<file path="src/rtl/ram_writer_if.sv">
// Stream-in / MIG-out signal bundle for ram_writer. The slave modport is the
// writer's view; master is the view of the surrounding logic (source + MIG).
interface ram_writer_if #(
    parameter int ADDR_W = 27,
    parameter int DATA_W = 64
);
    logic [15:0]         in_data;
    logic [ADDR_W-1:0]   in_address;
    logic                in_valid;
    logic                in_ready;
    logic                flush;
    logic                busy;
    logic [ADDR_W-1:0]   ram_address;
    logic [2:0]          ram_cmd;
    logic                ram_en;
    logic                ram_rdy;
    logic [DATA_W-1:0]   ram_wdf_data;
    logic [DATA_W/8-1:0] ram_wdf_mask;
    logic                ram_wdf_wren;
    logic                ram_wdf_end;
    logic                ram_wdf_rdy;

    modport slave (
        input  in_data, in_address, in_valid, flush, ram_rdy, ram_wdf_rdy,
        output in_ready, busy, ram_address, ram_cmd, ram_en,
               ram_wdf_data, ram_wdf_mask, ram_wdf_wren, ram_wdf_end
    );

    modport master (
        output in_data, in_address, in_valid, flush, ram_rdy, ram_wdf_rdy,
        input  in_ready, busy, ram_address, ram_cmd, ram_en,
               ram_wdf_data, ram_wdf_mask, ram_wdf_wren, ram_wdf_end
    );
endinterface

</file>
<file path="src/rtl/ram_writer.sv">
// Packs 16-bit addressed words into 8-word bursts and writes them to the MIG UI
// as two 64-bit beats (words 4-7 first) plus one write command.
// Optional macro RAM_WRITER_MASK_EN: drive byte masks from the slot-valid bits.
module ram_writer #(
    parameter int ADDR_W = 27,
    parameter int DATA_W = 64
) (
    input logic        clk,
    input logic        reset,
    ram_writer_if.slave bus
);
    typedef enum logic [1:0] {FILL, BEAT0, BEAT1, CMD} state_e;

    state_e                state_q, state_d;
    logic [2*DATA_W-1:0]   buffer_q, buffer_d;
    logic [7:0]            valid_q, valid_d;
    logic [ADDR_W-4:0]     burst_addr_q, burst_addr_d;

    logic [ADDR_W-1:0]     ram_address_q, ram_address_d;
    logic [2:0]            ram_cmd_q, ram_cmd_d;
    logic                  ram_en_q, ram_en_d;
    logic [DATA_W-1:0]     ram_wdf_data_q, ram_wdf_data_d;
    logic [DATA_W/8-1:0]   ram_wdf_mask_q, ram_wdf_mask_d;
    logic                  ram_wdf_wren_q, ram_wdf_wren_d;
    logic                  ram_wdf_end_q, ram_wdf_end_d;

    logic [ADDR_W-4:0]     in_burst;
    logic [2:0]            in_slot;
    logic                  nonempty;
    logic                  mismatch;
    logic                  in_ready;
    logic                  accept;

    assign in_burst = bus.in_address[ADDR_W-1:3];
    assign in_slot  = bus.in_address[2:0];

`ifdef RAM_WRITER_MASK_EN
    function automatic logic [7:0] slot_mask(input logic [3:0] v);
        logic [7:0] m;
        m = '0;
        for (int unsigned k = 0; k < 4; k++) m[2*k +: 2] = {2{~v[k]}};
        return m;
    endfunction
`endif

    // A word for a different burst is held off so the current burst drains first.
    always_comb begin
        nonempty = |valid_q;
        mismatch = bus.in_valid && nonempty && (in_burst != burst_addr_q);
        in_ready = !reset && (state_q == FILL) && !(bus.flush && nonempty) && !mismatch;
        accept   = bus.in_valid && in_ready;
    end

    always_comb begin
        buffer_d     = buffer_q;
        valid_d      = valid_q;
        burst_addr_d = burst_addr_q;
        if (accept) begin
            buffer_d[{in_slot, 4'b0000} +: 16] = bus.in_data;
            valid_d[in_slot] = 1'b1;
            if (!nonempty) burst_addr_d = in_burst;
        end
        if (state_q == CMD && bus.ram_rdy) begin
            buffer_d = '0;
            valid_d  = '0;
        end
    end

    always_ff @(posedge clk) begin
        if (reset) begin
            state_q      <= FILL;
            buffer_q     <= '0;
            valid_q      <= '0;
            burst_addr_q <= '0;
        end else begin
            state_q      <= state_d;
            buffer_q     <= buffer_d;
            valid_q      <= valid_d;
            burst_addr_q <= burst_addr_d;
        end
    end

    always_comb begin
        state_d = state_q;
        unique case (state_q)
            FILL: begin
                if (accept && (&valid_d))                    state_d = BEAT0;
                else if (nonempty && (bus.flush || mismatch)) state_d = BEAT0;
            end
            BEAT0: if (bus.ram_wdf_rdy) state_d = BEAT1;
            BEAT1: if (bus.ram_wdf_rdy) state_d = CMD;
            CMD:   if (bus.ram_rdy)     state_d = FILL;
            default:                    state_d = FILL;
        endcase
    end

    // Outputs are decoded from the next state so the registers line up with it.
    always_comb begin
        ram_address_d  = '0;
        ram_cmd_d      = 3'b000;
        ram_en_d       = 1'b0;
        ram_wdf_data_d = '0;
        ram_wdf_mask_d = '0;
        ram_wdf_wren_d = 1'b0;
        ram_wdf_end_d  = 1'b0;
        unique case (state_d)
            BEAT0: begin
                ram_wdf_wren_d = 1'b1;
                ram_wdf_data_d = buffer_d[2*DATA_W-1:DATA_W];
`ifdef RAM_WRITER_MASK_EN
                ram_wdf_mask_d = slot_mask(valid_d[7:4]);
`endif
            end
            BEAT1: begin
                ram_wdf_wren_d = 1'b1;
                ram_wdf_end_d  = 1'b1;
                ram_wdf_data_d = buffer_d[DATA_W-1:0];
`ifdef RAM_WRITER_MASK_EN
                ram_wdf_mask_d = slot_mask(valid_d[3:0]);
`endif
            end
            CMD: begin
                ram_en_d      = 1'b1;
                ram_address_d = {burst_addr_d, 3'b000};
            end
            default: ;
        endcase
    end

    always_ff @(posedge clk) begin
        if (reset) begin
            ram_address_q  <= '0;
            ram_cmd_q      <= '0;
            ram_en_q       <= 1'b0;
            ram_wdf_data_q <= '0;
            ram_wdf_mask_q <= '0;
            ram_wdf_wren_q <= 1'b0;
            ram_wdf_end_q  <= 1'b0;
        end else begin
            ram_address_q  <= ram_address_d;
            ram_cmd_q      <= ram_cmd_d;
            ram_en_q       <= ram_en_d;
            ram_wdf_data_q <= ram_wdf_data_d;
            ram_wdf_mask_q <= ram_wdf_mask_d;
            ram_wdf_wren_q <= ram_wdf_wren_d;
            ram_wdf_end_q  <= ram_wdf_end_d;
        end
    end

    assign bus.in_ready     = in_ready;
    assign bus.busy         = (state_q != FILL) || nonempty;
    assign bus.ram_address  = ram_address_q;
    assign bus.ram_cmd      = ram_cmd_q;
    assign bus.ram_en       = ram_en_q;
    assign bus.ram_wdf_data = ram_wdf_data_q;
    assign bus.ram_wdf_mask = ram_wdf_mask_q;
    assign bus.ram_wdf_wren = ram_wdf_wren_q;
    assign bus.ram_wdf_end  = ram_wdf_end_q;
endmodule

</file>
<file path="src/flat_wrapper.sv">
// flat-port wrapper written by rule: the top's interface ports become plain ports
module ram_writer_flat 
#(
    parameter int ADDR_W = 27,
    parameter int DATA_W = 64
)
  (clk, reset, bus_in_data, bus_in_address, bus_in_valid, bus_flush, bus_ram_rdy, bus_ram_wdf_rdy, bus_in_ready, bus_busy, bus_ram_address, bus_ram_cmd, bus_ram_en, bus_ram_wdf_data, bus_ram_wdf_mask, bus_ram_wdf_wren, bus_ram_wdf_end);
  ram_writer_if #(.ADDR_W(ADDR_W), .DATA_W(DATA_W)) bus_i ();
  input logic clk;
  input logic reset;
  input wire logic [$bits(bus_i.in_data)-1:0] bus_in_data;
  input wire logic [$bits(bus_i.in_address)-1:0] bus_in_address;
  input wire logic [$bits(bus_i.in_valid)-1:0] bus_in_valid;
  input wire logic [$bits(bus_i.flush)-1:0] bus_flush;
  input wire logic [$bits(bus_i.ram_rdy)-1:0] bus_ram_rdy;
  input wire logic [$bits(bus_i.ram_wdf_rdy)-1:0] bus_ram_wdf_rdy;
  output wire logic [$bits(bus_i.in_ready)-1:0] bus_in_ready;
  output wire logic [$bits(bus_i.busy)-1:0] bus_busy;
  output wire logic [$bits(bus_i.ram_address)-1:0] bus_ram_address;
  output wire logic [$bits(bus_i.ram_cmd)-1:0] bus_ram_cmd;
  output wire logic [$bits(bus_i.ram_en)-1:0] bus_ram_en;
  output wire logic [$bits(bus_i.ram_wdf_data)-1:0] bus_ram_wdf_data;
  output wire logic [$bits(bus_i.ram_wdf_mask)-1:0] bus_ram_wdf_mask;
  output wire logic [$bits(bus_i.ram_wdf_wren)-1:0] bus_ram_wdf_wren;
  output wire logic [$bits(bus_i.ram_wdf_end)-1:0] bus_ram_wdf_end;
  assign bus_i.in_data = bus_in_data;
  assign bus_i.in_address = bus_in_address;
  assign bus_i.in_valid = bus_in_valid;
  assign bus_i.flush = bus_flush;
  assign bus_i.ram_rdy = bus_ram_rdy;
  assign bus_i.ram_wdf_rdy = bus_ram_wdf_rdy;
  assign bus_in_ready = bus_i.in_ready;
  assign bus_busy = bus_i.busy;
  assign bus_ram_address = bus_i.ram_address;
  assign bus_ram_cmd = bus_i.ram_cmd;
  assign bus_ram_en = bus_i.ram_en;
  assign bus_ram_wdf_data = bus_i.ram_wdf_data;
  assign bus_ram_wdf_mask = bus_i.ram_wdf_mask;
  assign bus_ram_wdf_wren = bus_i.ram_wdf_wren;
  assign bus_ram_wdf_end = bus_i.ram_wdf_end;
  ram_writer #(.ADDR_W(ADDR_W), .DATA_W(DATA_W)) u_core (.clk(clk), .reset(reset), .bus(bus_i));
endmodule
</file>
<file path="config.mk">
export PLATFORM = sky130hd
export DESIGN_NAME = ram_writer_flat
export DESIGN_NICKNAME = d
export VERILOG_FILES = /design/src/rtl/ram_writer_if.sv /design/src/rtl/ram_writer.sv /design/src/flat_wrapper.sv
export SDC_FILE = /design/constraint.sdc
export NUM_CORES = 1
export LEC_CHECK = 0
export ABC_AREA = 1
export ABC_CLOCK_PERIOD_IN_PS = 4990
export CAP_MARGIN = 30
export CORE_MARGIN = 1.5
export CORE_UTILIZATION = 56
export CTS_BUF_LIST = sky130_fd_sc_hd__clkbuf_2 sky130_fd_sc_hd__clkbuf_4 sky130_fd_sc_hd__clkbuf_8
export CTS_CLUSTER_DIAMETER = 100
export CTS_CLUSTER_SIZE = 14
export DETAILED_ROUTE_END_ITERATION = 10
export PLACE_DENSITY = 0.82
export SYNTH_ARGS = -nofsm -noshare
export SYNTH_HDL_FRONTEND = slang
export SYNTH_SLANG_ARGS = --single-unit
</file>
<file path="constraint.sdc">
create_clock -name clk -period 4.99 [get_ports clk]
set_clock_uncertainty 0.2 [all_clocks]
set_input_delay 0.998 -clock clk [delete_from_list [all_inputs] [get_ports clk]]
set_output_delay 0.998 -clock clk [all_outputs]
set_load 0.005 [all_outputs]
</file>
==> results of run 1 <==
sequential cells by signal, summed over array words and instances, names as in the netlist, 2 cells and up:
register	count
u_core.valid_q	8
u_core.burst_addr_q	24
u_core.state_q	2
u_core.buffer_q	128
u_core.bus.ram_address	24
u_core.bus.ram_wdf_data	64
where the power goes:
| part | total [W] | switching [W] | leakage [nW] | internal [W] |
|---|---|---|---|---|
| clock | 0.00108 | 0.000669 | 0.177 | 0.000416 |
| sequential | 0.00209 | 0.0000191 | 2.04 | 0.00207 |
| combinational | 0.000561 | 0.000382 | 2.81 | 0.000179 |
final cells by class:
type,instances,area (um^2)
timing repair buffer,164,1610
clock buffer,23,310
multi-input combinational,961,4550
fill,1619,6160
sequential,253,5060
clock inverter,2,32.5
inverter,206,773
tap,260,325
cell families (layout without fill, tap and decap cells):
family | count (synthesis) | in the layout | share of synthesized area
simple gates | 654 | 654 | 0.260
flops | 253 | 253 | 0.468
xor+xnor | 2 | 2 | 0.00162
fa+ha+maj | 5 | 5 | 0.00578
compound gates | 286 | 286 | 0.147
other cells | 1 | 14 | 0.000347
buf+inv | 315 | 395 | 0.117
path summary, 6_finish.rpt:
path,from,endpoint,slack [ns],cells past startpoint
worst min-delay path,u_core.valid_q[4],u_core.valid_q[4],0.28,2
worst min register to register,u_core.valid_q[4],u_core.valid_q[4],0.28,2
worst max register to register,u_core.burst_addr_q[5],u_core.bus.ram_wdf_data[1],1.64,22
worst max-delay path,bus_in_address[8],bus_in_ready,0.78,12
stage by stage:
stage	hold slack, ns	power [W]
CTS	0.281	0.00375
finish	0.283	0.00373
detailed placement	0.267	0.00269
global placement	0.259	0.00267
global route	0.311	0.00389
floorplan	0.250	0.00249
metal layers:
layer	wire length, um	up-vias	global-route usage
li1	-	4994	-
met1	11900	4584	0.359
met2	12500	426	0.431
met3	2240	67	0.0421
met4	888	0	0.101
met5	0	-	0
tightest hold or removal path: cells and delay by family, from the launching register on:
kind / cells / cell delay, ns
buffers and inverters: 1 / 0.06
DFF: 1 / 0.32
AOI/OAI and AO/OA: 1 / 0.06
Yosys cell counts, types with 11 or more instances:
| library cell | count |
|---|---|
| nor4_1 | 41 |
| nor3_1 | 48 |
| o21a_1 | 11 |
| buf_1 | 15 |
| nor2_1 | 238 |
| nand3_1 | 35 |
| nand4_1 | 18 |
| a21oi_1 | 131 |
| a32oi_1 | 16 |
| nand2_1 | 244 |
| buf_4 | 15 |
| inv_1 | 198 |
| o21ai_0 | 93 |
| buf_2 | 17 |
| or2_2 | 20 |
| dfxtp_1 | 253 |
| clkbuf_1 | 60 |
==> metrics.yaml, run 1 <==
power.density_nw_per_um2: 295
post-cts-setup-buffer-count: 0
layout_common_cells: "253 x dfxtp_1, 244 x nand2_1, 238 x nor2_1"
dp_hpwl_mm: 17.9
setup_viol: 0
grt_max_degree: 74
syn_inst: 1516
stdcell_count: 1869
start_kind: "input pin"
critical-path-top-delay-family: "buffers and inverters"
ys_seq_area_frac: 0.468
timing_worst_setup_path_type: "input pin to primary output"
avgSynthCellArea_um2: 7.13
cp_max_fo: 8
grt_pass1_wl_mm: 43.8
nets: 1662
synth-edff-count: 0
drt_iter0_markers: 895
cts-hold-fix-buffers: 0
fp.coreArea_um2: 18800
post-place-ws_ns: 0.505
crit_buf_inv: 4
start_util: 0.574
htreeDepth: 1
rsz0062_at_grt: "false"
power_leakage_nw: 5.04
vias: 10100
critical_path_arrival_ns: 3.01
dr.pass1.iters: 8
cpMaxStageDelayCell: "clkdlybuf4s50_1"
fin_util: 0.673
ys_seq_elements: 253
cts_tree: "built"
yosysTopAreaCell: "dfxtp_1"
clk_pin_slew_ns: 0.10
synth_top_area_frac: 0.468
antenna_left: 0
ios: 156
cpPeakStageDelay_ns: 0.51
ir_worst_vdd_uv: 224
crit_path_cell_trace: "clkdlybuf4s50_1 -> inv_1 -> nand2_1 -> nand2_1 -> nor2_1 -> nand2_1 -> nor2_1 -> nand3_1 -> nand2_2 -> nand2_1 -> inv_1 -> clkdlybuf4s50_1"
final_common_cell: "dfxtp_1"
wire_per_inst_um: 14.7
ctsResizeCount: 0
die_x_um: 142
dpl_cell_area_um2: 12300
yosys_warnings: 0
clock_latency_ns: 0.58
numCtsBuffers: 22
finalInstanceArea_um2: 12700
cap_violations: 0
synthArstFlopShare: 0
die_h_um: 142
run_status: "finished clean"
cts.sinks: 253
worstMarginPinSlew_ns: 0.899
n_antenna_cell: 0
critPathCaptureType: "primary output"
finalWirelength_mm: 27.5
fin_tns_setup_ns: 0
min_period_ns: 4.21
synthTopCellsByArea: "dfxtp_1 47%, nand2_1 8.5%, nor2_1 8.3%"
finalHoldViolCount: 0
portBuffers: 141
syn_to_final_growth_pct: 17.1
hp-class: "register to register"
cts-root-buf: "clkbuf_8"
syn_area_um2: 10800
avgViaCountPerCell: 5.39
die-area_um2: 20200
rows: 50
place_congestion: 0.852
slew_violations: 0
drive_above_1_share: 0.0528
synthFlopType: "dfxtp_1"
cpMostUsedCell: "nand2_1"
required_ns: 3.79
clockBufferDepth: 3
grt.overflow.total: 0
grt_antenna_before_repair: 0
max-slew-margin-rel: 0.400
grt_use_total: 0.266
finalCritPeriodShare: 0.843
drcViolationCount: 0
synthDistinctLibCells: 33
fmax_ghz: 0.238
worst_slack_ns: 0.783
dp.cells: 1844
grt_pass1_vias: 8912
No activity file was read; power rests on OpenSTA's default activity.
==> inputs of run 2 (changes only) <==
--- a/config.mk
+++ b/config.mk
@@ -6,15 +6,15 @@
 export NUM_CORES = 1
 export LEC_CHECK = 0
 export ABC_AREA = 1
-export ABC_CLOCK_PERIOD_IN_PS = 4990
+export ABC_CLOCK_PERIOD_IN_PS = 3800
 export CAP_MARGIN = 30
 export CORE_MARGIN = 1.5
-export CORE_UTILIZATION = 56
+export CORE_UTILIZATION = 51
 export CTS_BUF_LIST = sky130_fd_sc_hd__clkbuf_2 sky130_fd_sc_hd__clkbuf_4 sky130_fd_sc_hd__clkbuf_8
 export CTS_CLUSTER_DIAMETER = 100
 export CTS_CLUSTER_SIZE = 14
 export DETAILED_ROUTE_END_ITERATION = 10
-export PLACE_DENSITY = 0.82
+export PLACE_DENSITY = 0.79
 export SYNTH_ARGS = -nofsm -noshare
 export SYNTH_HDL_FRONTEND = slang
 export SYNTH_SLANG_ARGS = --single-unit
==> constraint.sdc (replaced) <==
create_clock -name clk -period 3.8 [get_ports clk]
set_clock_uncertainty 0.2 [all_clocks]
set_input_delay 0.76 -clock clk [delete_from_list [all_inputs] [get_ports clk]]
set_output_delay 0.76 -clock clk [all_outputs]
set_load 0.005 [all_outputs]
==> run 2 against run 1 <==
Effect of this change: total power grew 34%; combinational power grew 47%; wire length grew 6.3%; via count grew 1.8%; register-to-register slack lost 0.94 ns; sequential power grew 31%; critical path depth grew 1; utilization shrank 3.9 points; die area grew 9.6%; largest power group unchanged.
==> metrics.yaml, run 2 (synthesized netlist as in run 1, its figures left out) <==
dp_hpwl_mm: 19.4
drive_above_1_share: 0.0844
final_common_cell: "dfxtp_1"
reg2reg_from: "u_core.burst_addr_q[7]"
clockBufferDepth: 3
worst_slack_ns: 0.124
critPathCaptureType: "primary output"
layout_common_cells: "253 x dfxtp_1, 244 x nand2_1, 234 x nor2_1"
grt_pass1_wl_mm: 46.4
dr.pass1.iters: 5
post-place-ws_ns: -0.402
seqCellArea_um2: 5060
hp-class: "register to register"
finalHoldViolCount: 0
max-slew-margin-rel: 0.339
die_x_um: 149
holdPathStages: 2
wire_per_inst_um: 15.1
die_h_um: 149
portBuffers: 141
nets: 1712
run_status: "finished clean"
grt_antenna_before_repair: 1
power.density_nw_per_um2: 378
fin_tns_setup_ns: 0
cap_violations: 0
critical_path_arrival_ns: 2.72
r2r_setup_slack_ns: 0.70
slew_violations: 0
crit_path_cell_trace: "clkdlybuf4s50_1 -> inv_1 -> nand2_1 -> nand2_1 -> nor2_1 -> nand2_1 -> nor2_4 -> nand3_4 -> nand2_8 -> buf_4 -> nand2_1 -> inv_1 -> clkdlybuf4s50_1"
cts-root-buf: "clkbuf_8"
n_fill_cell: 1794
finalInstanceArea_um2: 13200
cpMaxStageDelayCell: "clkdlybuf4s50_1"
cts_tree: "built"
numCtsBuffers: 22
post-cts-setup-buffer-count: 0
min_period_ns: 3.68
grt.overflow.total: 0
vias: 10300
finalWirelength_mm: 29.2
stdcell_count: 1934
htreeDepth: 1
rows: 53
grt_pass1_vias: 9280
antenna_left: 0
hold_slack_ns: 0.286
dp.cells: 1909
fp.coreArea_um2: 20900
ios: 156
start_util: 0.518
cpPeakStageDelay_ns: 0.50
finalCritPeriodShare: 0.967
r2r_cells: 23
power_leakage_nw: 5.35
cts.sinks: 253
multi_input_area_um2: 4600
die-area_um2: 22100
grt_use_total: 0.260
start_kind: "input pin"
hp-start: "u_core.valid_q[4]"
grt_max_degree: 110
setup_viol: 0
place_congestion: 0.870
drcViolationCount: 0
whs_endpoint: "u_core.valid_q[4]"
required_ns: 2.84
crit-reg2reg-capture: "u_core.bus.ram_wdf_data[14]"
drt_iter0_markers: 714
fmax_ghz: 0.272
avgViaCountPerCell: 5.30
cp_max_fo: 8
ir_worst_vdd_uv: 290
worstMarginPinSlew_ns: 0.992
clock_latency_ns: 0.57
largest_register: "u_core.buffer_q"
cpMostUsedCell: "nand2_1"
syn_to_final_growth_pct: 22.4
n_antenna_cell: 0
clk_pin_slew_ns: 0.09
largest_register_ffs: 128
dpl_cell_area_um2: 12800
timing_worst_setup_path_type: "input pin to primary output"
==> run 2: final cells by class <==
| cell class | count | share of cell area |
|---|---|---|
| Inverter | 206 | 0.0584 |
| Clock inverter | 2 | 0.00189 |
| Timing Repair Buffer | 214 | 0.160 |
| Clock buffer | 23 | 0.0234 |
| Multi-Input combinational cell | 961 | 0.348 |
| Tap cell | 275 | 0.0260 |
| Sequential cell | 253 | 0.383 |
==> run 2: metal layers <==
layer  up-vias  track usage  part of all wire
met5         -            0           0.00031
met4         2        0.104             0.038
met3        79       0.0405             0.072
met2       398        0.415              0.45
met1      4678        0.352              0.44
li1       5099            -                 -
==> run 2: what timing repair did <==
action                     4_1_cts  5_1_grt
pin swaps                        0        6
hold buffers                     0        0
cloned                           0        0
setup endpoints to repair        1        9
hold endpoints to repair         0        0
gates resized for setup          2       12
==> run 2: metrics by stage <==
step	power [W]	util
final	0.00500	0.634
after global routing	0.00522	0.634
after global placement	0.00360	0.615
after CTS	0.00501	0.631
after floorplan	0.00327	-
after detailed placement	0.00362	0.615
==> run 2: how the worst max path moves through the flow <==
stage                             from                          end  slack (ns)  cells after the start
floorplan           bus_in_address[17]  u_core.bus.ram_wdf_data[10]        0.19                     23
detailed placement   bus_in_address[4]  u_core.bus.ram_wdf_data[14]       -0.40                     24
global route        bus_in_address[22]                 bus_in_ready       -0.01                     13
finish              bus_in_address[10]                 bus_in_ready        0.12                     13
CTS                 bus_in_address[12]                 bus_in_ready       0.002                     13
global placement     bus_in_address[8]  u_core.bus.ram_wdf_data[19]       -0.31                     24
==> run 2: where the power goes <==
group / internal [W] / leakage [nW] / switching (W)
logic: 0.000300 / 3.13 / 0.000527
registers: 0.00272 / 2.04 / 0.0000271
clock network: 0.000544 / 0.174 / 0.000882
total: 0.00356 / 5.35 / 0.00144
==> run 2: critical path: cells and delay by family <==
kind | cells | cell delay, ns
buffers and inverters | 5 | 1.20
AND/OR/NAND/NOR | 8 | 0.73
==> inputs of run 3 (changes only) <==
--- a/config.mk
+++ b/config.mk
@@ -8,12 +8,12 @@
 export ABC_AREA = 1
 export ABC_CLOCK_PERIOD_IN_PS = 3800
 export CAP_MARGIN = 30
-export CORE_MARGIN = 1.5
 export CORE_UTILIZATION = 51
 export CTS_BUF_LIST = sky130_fd_sc_hd__clkbuf_2 sky130_fd_sc_hd__clkbuf_4 sky130_fd_sc_hd__clkbuf_8
 export CTS_CLUSTER_DIAMETER = 100
 export CTS_CLUSTER_SIZE = 14
 export DETAILED_ROUTE_END_ITERATION = 10
+export GPL_TIMING_DRIVEN = 1
 export PLACE_DENSITY = 0.79
 export SYNTH_ARGS = -nofsm -noshare
 export SYNTH_HDL_FRONTEND = slang
==> run 3 against run 2 <==
Effect of this change: clock power about the same; critical endpoint unchanged; design area shrank 0.59%; setup slack better by 0.039 ns.
==> metrics.yaml, run 3 (synthesized netlist as in run 1, its figures left out) <==
die_x_um: 148
drcViolationCount: 0
fmax_ghz: 0.275
dr.pass1.iters: 5
htreeDepth: 1
cap_violations: 0
cpMaxStageDelayCell: "clkdlybuf4s50_1"
stdcell_count: 1927
finalInstanceArea_um2: 13200
drive_above_1_share: 0.0821
power.density_nw_per_um2: 378
ctsResizeCount: 0
p_clk_frac: 0.287
drt_iter0_markers: 818
die-area_um2: 21800
finalCritPeriodShare: 0.957
dp_hpwl_mm: 19.0
grt_antenna_before_repair: 0
clock_latency_ns: 0.56
holdPathStages: 2
slew_violations: 0
hp-class: "register to register"
cts_tree: "built"
post-cts-setup-buffer-count: 0
largest_register: "u_core.buffer_q"
internal_power_w: 0.00355
nets: 1710
required_ns: 2.84
netSwitchingFraction: 0.287
critPathCaptureType: "primary output"
setup_viol: 0
cpPeakStageDelay_ns: 0.50
largest_register_ffs: 128
finalHoldViolCount: 0
max-slew-margin-rel: 0.308
grt_use_total: 0.263
fin_util: 0.642
ios: 156
grt.overflow.total: 0
r2r_cells: 22
power_w: 0.00497
finalWirelength_mm: 28.6
dpl_cell_area_um2: 12800
antenna_left: 0
rsz0062_at_grt: "false"
place_congestion: 0.886
layout_common_cells: "253 x dfxtp_1, 244 x nand2_1, 237 x nor2_1"
clockBufferDepth: 3
start_util: 0.528
worst_slack_ns: 0.163
crit_path_cell_trace: "clkdlybuf4s50_1 -> inv_1 -> nand2_1 -> nand2_1 -> nor2_1 -> nand2_1 -> nor2_1 -> nand3_2 -> nand2_4 -> nand2_1 -> inv_1 -> clkdlybuf4s50_1"
r2r_setup_slack_ns: 0.66
run_status: "finished clean"
rows: 52
numCtsBuffers: 22
seqPwrFrac: 0.551
switchingPower_w: 0.00143
critical_path_arrival_ns: 2.68
grt_pass1_wl_mm: 46.6
cts-root-buf: "clkbuf_8"
comb_power_share: 0.162
vias: 10100
avgViaCountPerCell: 5.23
portBuffers: 141
power_leakage_nw: 5.30
post-place-ws_ns: -0.318
cts-hold-fix-buffers: 0
worstMarginPinSlew_ns: 1.04
timing_worst_setup_path_type: "input pin to primary output"
dp.cells: 1902
cts.sinks: 253
cpMostUsedCell: "nand2_1"
n_antenna_cell: 0
fp.coreArea_um2: 20500
grt_pass1_vias: 9463
clk_pin_slew_ns: 0.08
min_period_ns: 3.64
cp_max_fo: 8
syn_to_final_growth_pct: 21.7
die_h_um: 148
wire_per_inst_um: 14.9
ir_worst_vdd_uv: 353
start_kind: "input pin"
grt_max_degree: 100
final_common_cell: "dfxtp_1"
[run 3: final timing paths]
path,start,end
setup / recovery,bus_in_address[15],bus_in_ready
hold / removal,u_core.buffer_q[64],u_core.buffer_q[64]
hold reg to reg,u_core.buffer_q[64],u_core.buffer_q[64]
setup reg to reg,u_core.burst_addr_q[12],u_core.bus.ram_wdf_data[20]
[run 3: final cells by class]
class / instances / area, um^2
Tap cell: 270 / 338
Multi-Input combinational cell: 961 / 4570
Fill cell: 1767 / 7340
Inverter: 206 / 773
Sequential cell: 253 / 5060
Timing Repair Buffer: 212 / 2080
Clock inverter: 2 / 25.0
Clock buffer: 23 / 310
[run 3: through the flow]
stage	setup TNS, ns	hold slack, ns
finish	0	0.282
global route	0	0.317
CTS	0	0.286
detailed placement	-17.26	0.272
global placement	-12.05	0.262
floorplan	0	0.250
[run 3: metal layers]
layer  GRT usage  wire (um)  part of all wire  vias to the layer above
met1       0.366      13100              0.46                     4585
li1            -          -                 -                     5099
met4      0.0876        710             0.025                        0
met5           0          0                 0                        -
met2       0.421      12700              0.44                      360
met3      0.0364       2080             0.073                       42
[run 3: critical path: cells and delay by family]
family	cells	cell delay (ns)
buf+inv	4	1.10
simple gates	8	0.81
[run 3: power groups by stage]
stage               registers [W]  clock network [W]  logic [W]
detailed placement        0.00281                  0   0.000787
global placement          0.00280                  0   0.000777
floorplan                 0.00280                  0   0.000473
CTS                       0.00274            0.00145   0.000793
global route              0.00275            0.00156   0.000888
finish                    0.00274            0.00143   0.000805
